==> config.mk <==
export PLATFORM = sky130hd
export DESIGN_NAME = vga_pattern_gen_flat
export DESIGN_NICKNAME = d
export VERILOG_FILES = /design/src/rtl/vga_pattern_gen_if.sv /design/src/rtl/vga_pattern_gen.sv /design/src/flat_wrapper.sv
export SDC_FILE = /design/constraint.sdc
export NUM_CORES = 1
export LEC_CHECK = 0
export ABC_AREA = 1
export BUFFER_PORTS_ARGS = -buffer_cell sky130_fd_sc_hd__buf_2
export CAP_MARGIN = 20
export CORE_ASPECT_RATIO = 0.8
export CORE_MARGIN = 2
export CORE_UTILIZATION = 65
export CTS_BUF_LIST = sky130_fd_sc_hd__clkbuf_8
export CTS_CLUSTER_SIZE = 10
export DETAILED_ROUTE_END_ITERATION = 12
export HOLD_SLACK_MARGIN = 0.03
export PLACE_DENSITY = 0.82
export SLEW_MARGIN = 20
export SYNTH_ARGS = -nofsm -noshare
export SYNTH_HDL_FRONTEND = slang
export SYNTH_SLANG_ARGS = --single-unit
==> constraint.sdc <==
create_clock -name clk -period 7.3 [get_ports clk]
set_clock_uncertainty 0.15 [all_clocks]
set_input_delay 1.095 -clock clk [delete_from_list [all_inputs] [get_ports clk]]
set_output_delay 1.095 -clock clk [all_outputs]
set_load 0.02 [all_outputs]
==> src/rtl/vga_pattern_gen_if.sv <==
// vga_pattern_gen_if: pattern-mode control into the generator, VGA timing and colour out of it
interface vga_pattern_gen_if #(
    parameter int COLOR_BITS = 1
);
    logic [1:0]            mode_req;
    logic                  mode_stb;
    logic                  hsync;
    logic                  vsync;
    logic                  de;
    logic                  frame_start;
    logic [COLOR_BITS-1:0] red;
    logic [COLOR_BITS-1:0] green;
    logic [COLOR_BITS-1:0] blue;
    logic [1:0]            mode_cur;

    modport master (
        output mode_req, mode_stb,
        input  hsync, vsync, de, frame_start, red, green, blue, mode_cur
    );

    modport slave (
        input  mode_req, mode_stb,
        output hsync, vsync, de, frame_start, red, green, blue, mode_cur
    );
endinterface

==> src/rtl/vga_pattern_gen.sv <==
// vga_pattern_gen: VGA timing plus grid / bars / checker / bouncing-box test patterns
module vga_pattern_gen #(
    parameter int   H_ACTIVE   = 800,
    parameter int   H_FP       = 40,
    parameter int   H_SYNC     = 128,
    parameter int   H_BP       = 88,
    parameter int   V_ACTIVE   = 600,
    parameter int   V_FP       = 1,
    parameter int   V_SYNC     = 4,
    parameter int   V_BP       = 23,
    parameter logic HS_POL     = 1'b1,
    parameter logic VS_POL     = 1'b1,
    parameter int   COLOR_BITS = 1,
    parameter int   GRID_LOG2  = 3,
    parameter int   CHK_LOG2   = 5,
    parameter int   BOX        = 32
) (
    input logic              clk,
    input logic              rst,
    vga_pattern_gen_if.slave bus
);
    localparam int H_TOTAL = H_ACTIVE + H_FP + H_SYNC + H_BP;
    localparam int V_TOTAL = V_ACTIVE + V_FP + V_SYNC + V_BP;
    localparam int HW = $clog2(H_TOTAL);
    localparam int VW = $clog2(V_TOTAL);
    localparam logic [HW-1:0] H_LAST   = HW'(H_TOTAL - 1);
    localparam logic [VW-1:0] V_LAST   = VW'(V_TOTAL - 1);
    localparam logic [HW-1:0] BAR_LAST = HW'(H_ACTIVE / 8 - 1);
    localparam logic [HW-1:0] BX_MAX   = HW'(H_ACTIVE - BOX);
    localparam logic [VW-1:0] BY_MAX   = VW'(V_ACTIVE - BOX);

    logic [HW-1:0] hcnt, bar_pos, box_x;
    logic [VW-1:0] vcnt, box_y;
    logic [2:0]    bar_idx, rgb;
    logic [1:0]    pending, mode_act;
    logic [31:0]   x, y;
    logic          dx, dy, nx_dx, nx_dy, h_end, wrap, visible, hs_act, vs_act, in_box;

    assign h_end = hcnt == H_LAST;
    assign wrap  = h_end && vcnt == V_LAST;
    assign x     = 32'(hcnt);
    assign y     = 32'(vcnt);
    assign nx_dx = dx ? box_x != BX_MAX : box_x == '0;
    assign nx_dy = dy ? box_y != BY_MAX : box_y == '0;

    // raster counters: hcnt every clock, vcnt once per line
    always_ff @(posedge clk or negedge rst) begin
        if (!rst) begin
            hcnt <= '0;
            vcnt <= '0;
        end else begin
            hcnt <= h_end ? '0 : hcnt + HW'(1);
            if (h_end)
                vcnt <= vcnt == V_LAST ? '0 : vcnt + VW'(1);
        end
    end

    // bar index tracks hcnt incrementally; the last bar runs to end of line to absorb the remainder
    always_ff @(posedge clk or negedge rst) begin
        if (!rst) begin
            bar_idx <= '0;
            bar_pos <= '0;
        end else if (h_end) begin
            bar_idx <= '0;
            bar_pos <= '0;
        end else if (bar_pos == BAR_LAST && bar_idx != 3'd7) begin
            bar_idx <= bar_idx + 3'd1;
            bar_pos <= '0;
        end else begin
            bar_pos <= bar_pos + HW'(1);
        end
    end

    // mode switches only at the frame wrap; a strobe on the wrap cycle itself takes effect at once
    always_ff @(posedge clk or negedge rst) begin
        if (!rst) begin
            pending  <= '0;
            mode_act <= '0;
        end else begin
            if (bus.mode_stb)
                pending <= bus.mode_req;
            if (wrap)
                mode_act <= bus.mode_stb ? bus.mode_req : pending;
        end
    end

    // box moves one pixel per axis per frame, reversing at the active-area edges
    always_ff @(posedge clk or negedge rst) begin
        if (!rst) begin
            box_x <= '0;
            box_y <= '0;
            dx    <= 1'b1;
            dy    <= 1'b1;
        end else if (wrap) begin
            dx    <= nx_dx;
            dy    <= nx_dy;
            box_x <= nx_dx ? box_x + HW'(1) : box_x - HW'(1);
            box_y <= nx_dy ? box_y + VW'(1) : box_y - VW'(1);
        end
    end

    // timing windows and the {r,g,b} pattern bits for the current counter position
    always_comb begin
        visible = x < H_ACTIVE && y < V_ACTIVE;
        hs_act  = x >= H_ACTIVE + H_FP && x < H_ACTIVE + H_FP + H_SYNC;
        vs_act  = y >= V_ACTIVE + V_FP && y < V_ACTIVE + V_FP + V_SYNC;
        in_box  = x >= 32'(box_x) && x < 32'(box_x) + BOX && y >= 32'(box_y) && y < 32'(box_y) + BOX;
        rgb     = mode_act == 2'd0 ? {x[5], x[GRID_LOG2-1:0] == '0 || y[GRID_LOG2-1:0] == '0, y[5]}
                : mode_act == 2'd1 ? bar_idx
                : mode_act == 2'd2 ? {3{x[CHK_LOG2] ^ y[CHK_LOG2]}}
                : in_box ? 3'b111 : 3'b001;
    end

    // all outputs registered together so they stay aligned one clock behind the counters
    always_ff @(posedge clk or negedge rst) begin
        if (!rst) begin
            bus.hsync       <= ~HS_POL;
            bus.vsync       <= ~VS_POL;
            bus.de          <= 1'b0;
            bus.frame_start <= 1'b0;
            bus.red         <= '0;
            bus.green       <= '0;
            bus.blue        <= '0;
            bus.mode_cur    <= '0;
        end else begin
            bus.hsync       <= hs_act ? HS_POL : ~HS_POL;
            bus.vsync       <= vs_act ? VS_POL : ~VS_POL;
            bus.de          <= visible;
            bus.frame_start <= hcnt == '0 && vcnt == '0;
            bus.red         <= {COLOR_BITS{visible & rgb[2]}};
            bus.green       <= {COLOR_BITS{visible & rgb[1]}};
            bus.blue        <= {COLOR_BITS{visible & rgb[0]}};
            bus.mode_cur    <= mode_act;
        end
    end
endmodule

==> src/flat_wrapper.sv <==
// flat-port wrapper written by rule: the top's interface ports become plain ports
module vga_pattern_gen_flat 
#(
    parameter int   H_ACTIVE   = 800,
    parameter int   H_FP       = 40,
    parameter int   H_SYNC     = 128,
    parameter int   H_BP       = 88,
    parameter int   V_ACTIVE   = 600,
    parameter int   V_FP       = 1,
    parameter int   V_SYNC     = 4,
    parameter int   V_BP       = 23,
    parameter logic HS_POL     = 1'b1,
    parameter logic VS_POL     = 1'b1,
    parameter int   COLOR_BITS = 1,
    parameter int   GRID_LOG2  = 3,
    parameter int   CHK_LOG2   = 5,
    parameter int   BOX        = 32
)
  (clk, rst, bus_mode_req, bus_mode_stb, bus_hsync, bus_vsync, bus_de, bus_frame_start, bus_red, bus_green, bus_blue, bus_mode_cur);
  vga_pattern_gen_if #(.COLOR_BITS(COLOR_BITS)) bus_i ();
  input logic clk;
  input logic rst;
  input wire logic [$bits(bus_i.mode_req)-1:0] bus_mode_req;
  input wire logic [$bits(bus_i.mode_stb)-1:0] bus_mode_stb;
  output wire logic [$bits(bus_i.hsync)-1:0] bus_hsync;
  output wire logic [$bits(bus_i.vsync)-1:0] bus_vsync;
  output wire logic [$bits(bus_i.de)-1:0] bus_de;
  output wire logic [$bits(bus_i.frame_start)-1:0] bus_frame_start;
  output wire logic [$bits(bus_i.red)-1:0] bus_red;
  output wire logic [$bits(bus_i.green)-1:0] bus_green;
  output wire logic [$bits(bus_i.blue)-1:0] bus_blue;
  output wire logic [$bits(bus_i.mode_cur)-1:0] bus_mode_cur;
  assign bus_i.mode_req = bus_mode_req;
  assign bus_i.mode_stb = bus_mode_stb;
  assign bus_hsync = bus_i.hsync;
  assign bus_vsync = bus_i.vsync;
  assign bus_de = bus_i.de;
  assign bus_frame_start = bus_i.frame_start;
  assign bus_red = bus_i.red;
  assign bus_green = bus_i.green;
  assign bus_blue = bus_i.blue;
  assign bus_mode_cur = bus_i.mode_cur;
  vga_pattern_gen #(.H_ACTIVE(H_ACTIVE), .H_FP(H_FP), .H_SYNC(H_SYNC), .H_BP(H_BP), .V_ACTIVE(V_ACTIVE), .V_FP(V_FP), .V_SYNC(V_SYNC), .V_BP(V_BP), .HS_POL(HS_POL), .VS_POL(VS_POL), .COLOR_BITS(COLOR_BITS), .GRID_LOG2(GRID_LOG2), .CHK_LOG2(CHK_LOG2), .BOX(BOX)) u_core (.clk(clk), .rst(rst), .bus(bus_i));
endmodule
==> results.md <==
* EDFF count, synth at 0
* Worst path top cell family by delay: simple AND/OR/NAND/NOR gates
* Primary FF master, synth: dfrtp_1
* End of the critical path: u_core.box_x[7]$_DFFE_PN0P_
* Mapped Nets at 748
* Met3 usage at 5.59%
* TritonCTS Buffers at 9
* CTS sink cnt at 71
* Yosys cell types at 43
* Hold WC Path Type: reg -> reg
* Fillers at 614
* Worst skew pair latency at 0.36 ns
* Number of levels in the clock H-tree at 3
* Worst path max stage delay at 0.47 ns
* Post CTS Setup Buffer Count at 0
* Crit end category: register
* Worst reg2reg setup slack at 4.29 ns
* Post-cts resize count at 0
* WS Path Type: reg -> reg
* GP Congestion at 0.901
* Initial antenna violation count at 0
* R2R cell count at 13
* Routed vias/inst at 5.69
* Post-CTS Hold Fix Bufs at 0
* Wire length per cell at 14.5 um
* GR peak layer: met2
* Fin crit period at 3.01 ns
* Syn_area_per_cell at 7.70 um2
* Power Dens Cells at 134 nW/um2
* Slew of the pin with the lowest slew margin at 0.913 ns
* Die height at 84.3 um
* GRT Total Usage at 28.4%
* DR iter-0 viols at 245
* First-pass GRT wire length at 20.1 mm
* Starting Density at 66.6%
* Die area at 8810 um2
* Critical Path Source: u_core.box_x[7]$_DFFE_PN0P_
* Final Cycle Share at 41.3%
* Final Hold Fails at 0
* Seq/Total Area, Yosys at 33.9%
* Worst flop-to-flop path endpoint: u_core.box_x[7]$_DFFE_PN0P_
* Antenna cells at 0
* Nets at 770
* Area Growth Syn to Fin at 7.75%
* Clk slew on worst S/H paths at 0.09 ns
* Final TNS setup at 0 ns
* WL final at 11.8 mm
* Worst slew margin at 39.1%
* WP buf/inv at 1
* Layout cell share with drive strength beyond 1 at 8.90%
* Critical path depth in cells at 13
* Crit-path cells: inv_2 -> nand4_1 -> nor4_1 -> nand2b_1 -> ha_1 -> a21o_1 -> nand3_1 -> nand2_1 -> a21oi_1 -> nor2_1 -> nor2_1 -> xor2_1 -> o21ai_1
* Reg2reg start: u_core.box_x[7]$_DFFE_PN0P_
* Post-Syn Instances at 681
* Max Root-Sink Buffers at 2
* First-pass DRT Iterations at 5
* Worst ir drop on vdd at 0.129 mV
* DRT antenna net count at 0
* CTS tree: yes
* PnR worst setup slack at 4.29 ns
* Status: complete, no violations
* RSZ-0062 raised after global routing: no
* # IOs at 14
* Post-Syn Area at 5250 um2
* Crit path max-delay cell type: dfrtp_1
* Max-slew violations at 0
* Largest net degree at the start of global routing at 72
* Hold Startpoint: u_core.mode_act[0]$_DFFE_PN0P_
* Placed wire-length estimate at 8.86 mm
* Critical path required time at 7.40 ns
* # rows at 29
* WHS at 0.283 ns
* Yosys reg bits at 71
* Number of global-route vias before repair at 4322
* Most frequent cell on the critical path: nor2_1
* Post-synth ARST share at 100%
* Leak at 2.91 nW
* Routing usage on met2 at 44.7%
* Core area at 7870 um2
* Setup crit start kind: register
* DRC Markers at 0
* Max-cap violations at 0
* PortBufs at 13
* Peak Freq at 332 MHz
* Power Total at 0.759 mW
* Clk root buf: clkbuf_8
* Max Fanout on Critical Path at 12
* Vias post-DR at 4639
* Dpl ws at 4.34 ns
* Final setup viols at 0
* Die Wd at 104 um
* CP arrival at 3.11 ns
* Grt ovf at 0
* Met1 usage at 39.8%
* Synth warn at 0
[how the worst min path moves through the flow]
stage	slack, ns	cells after the start	endpoint
after floorplan	0.25	0	u_core.bus.mode_cur[0]$_DFF_PN0_
after global placement	0.26	0	u_core.bus.mode_cur[0]$_DFF_PN0_
after detailed placement	0.26	0	u_core.bus.mode_cur[0]$_DFF_PN0_
after CTS	0.29	0	u_core.bus.mode_cur[0]$_DFF_PN0_
after global routing	0.30	0	u_core.bus.mode_cur[0]$_DFF_PN0_
final	0.28	0	u_core.bus.mode_cur[0]$_DFF_PN0_
[final cells by class]
| cell class | count | area [um2] | area share, % |
|---|---|---|---|
| multi-input cells | 495 | 3020 | 53.5 |
| flip-flops and latches | 71 | 1780 | 31.5 |
| inverters | 112 | 420 | 7.44 |
| well taps | 108 | 135 | 2.39 |
| clock buffers | 9 | 124 | 2.19 |
| clock inverters | 7 | 96.3 | 1.70 |
| repair buffers | 14 | 72.6 | 1.28 |
[power breakdown]
| part | switching [mW] | internal [mW] | total [mW] |
|---|---|---|---|
| logic | 0.00881 | 0.00159 | 0.0104 |
| registers | 0.000218 | 0.394 | 0.394 |
| clock network | 0.161 | 0.194 | 0.354 |
[cells in the mapped netlist (all sizes together), types with 6 or more instances]
cell type | n | share of area, %
nor4 | 9 | 1.4
xor2 | 23 | 3.8
xnor2 | 6 | 1.0
nor2 | 80 | 6.3
nor3 | 15 | 1.6
a21oi | 43 | 4.1
o21ai | 36 | 3.4
nand4 | 20 | 3.1
nand3 | 35 | 3.8
nand2 | 136 | 9.7
ha | 60 | 14
inv | 111 | 7.9
a21o | 7 | 1.0
dfrtp | 69 | 33
[stage by stage]
stage,utilization [%],cells,instance area [um2]
after global placement,69.0,800,5430
after detailed placement,69.0,800,5430
final,71.8,816,5650
after global routing,71.8,816,5650
after floorplan,-,681,5250
after CTS,71.8,816,5650
[metal layers]
metal	vias to the layer above	share of wire, %
met5	-	0
met4	0	2.0
met3	32	7.0
met2	167	45
met1	2155	46
li1	2285	-
[cell usage in the layout, fill, tap and decap left out, types with 2 or more instances in the layout]
master / count
a21o_1: 7
a21oi_1: 43
a31oi_1: 4
buf_2: 13
bufinv_16: 2
clkbuf_8: 9
clkinvlp_4: 2
dfrtp_1: 69
dfstp_2: 2
fa_1: 2
ha_1: 60
inv_1: 100
inv_2: 12
inv_6: 2
nand2_1: 136
nand3_1: 32
nand3_2: 2
nand4_1: 17
nand4_4: 2
nor2_1: 74
nor2_2: 3
nor2_4: 3
nor3_1: 14
nor3b_1: 2
nor4_1: 6
nor4_2: 3
o21ai_0: 18
o21ai_1: 18
o21bai_1: 2
o31ai_1: 2
or2_2: 4
xnor2_1: 6
xor2_1: 23
[registers in the layout, summed over array words and instances (netlist names), 2 cells and up]
signal	flops
u_core.bus.mode_cur	2
u_core.vcnt	10
u_core.mode_act	2
u_core.pending	2
u_core.box_x	11
u_core.bar_pos	11
u_core.hcnt	11
u_core.bar_idx	3
u_core.box_y	10
[kinds of logic after synthesis]
| kind of cell | count (synthesis) | share of synthesized area [%] |
|---|---|---|
| buffers and inverters | 115 | 8.42 |
| AND/OR/NAND/NOR | 302 | 26.8 |
| AO/OA/AOI/OAI | 102 | 10.9 |
| flip-flops | 71 | 33.9 |
| XOR/XNOR | 29 | 4.84 |
| adder cells (fa/ha/maj) | 62 | 15.1 |
Power figures use the tool's default switching activity.
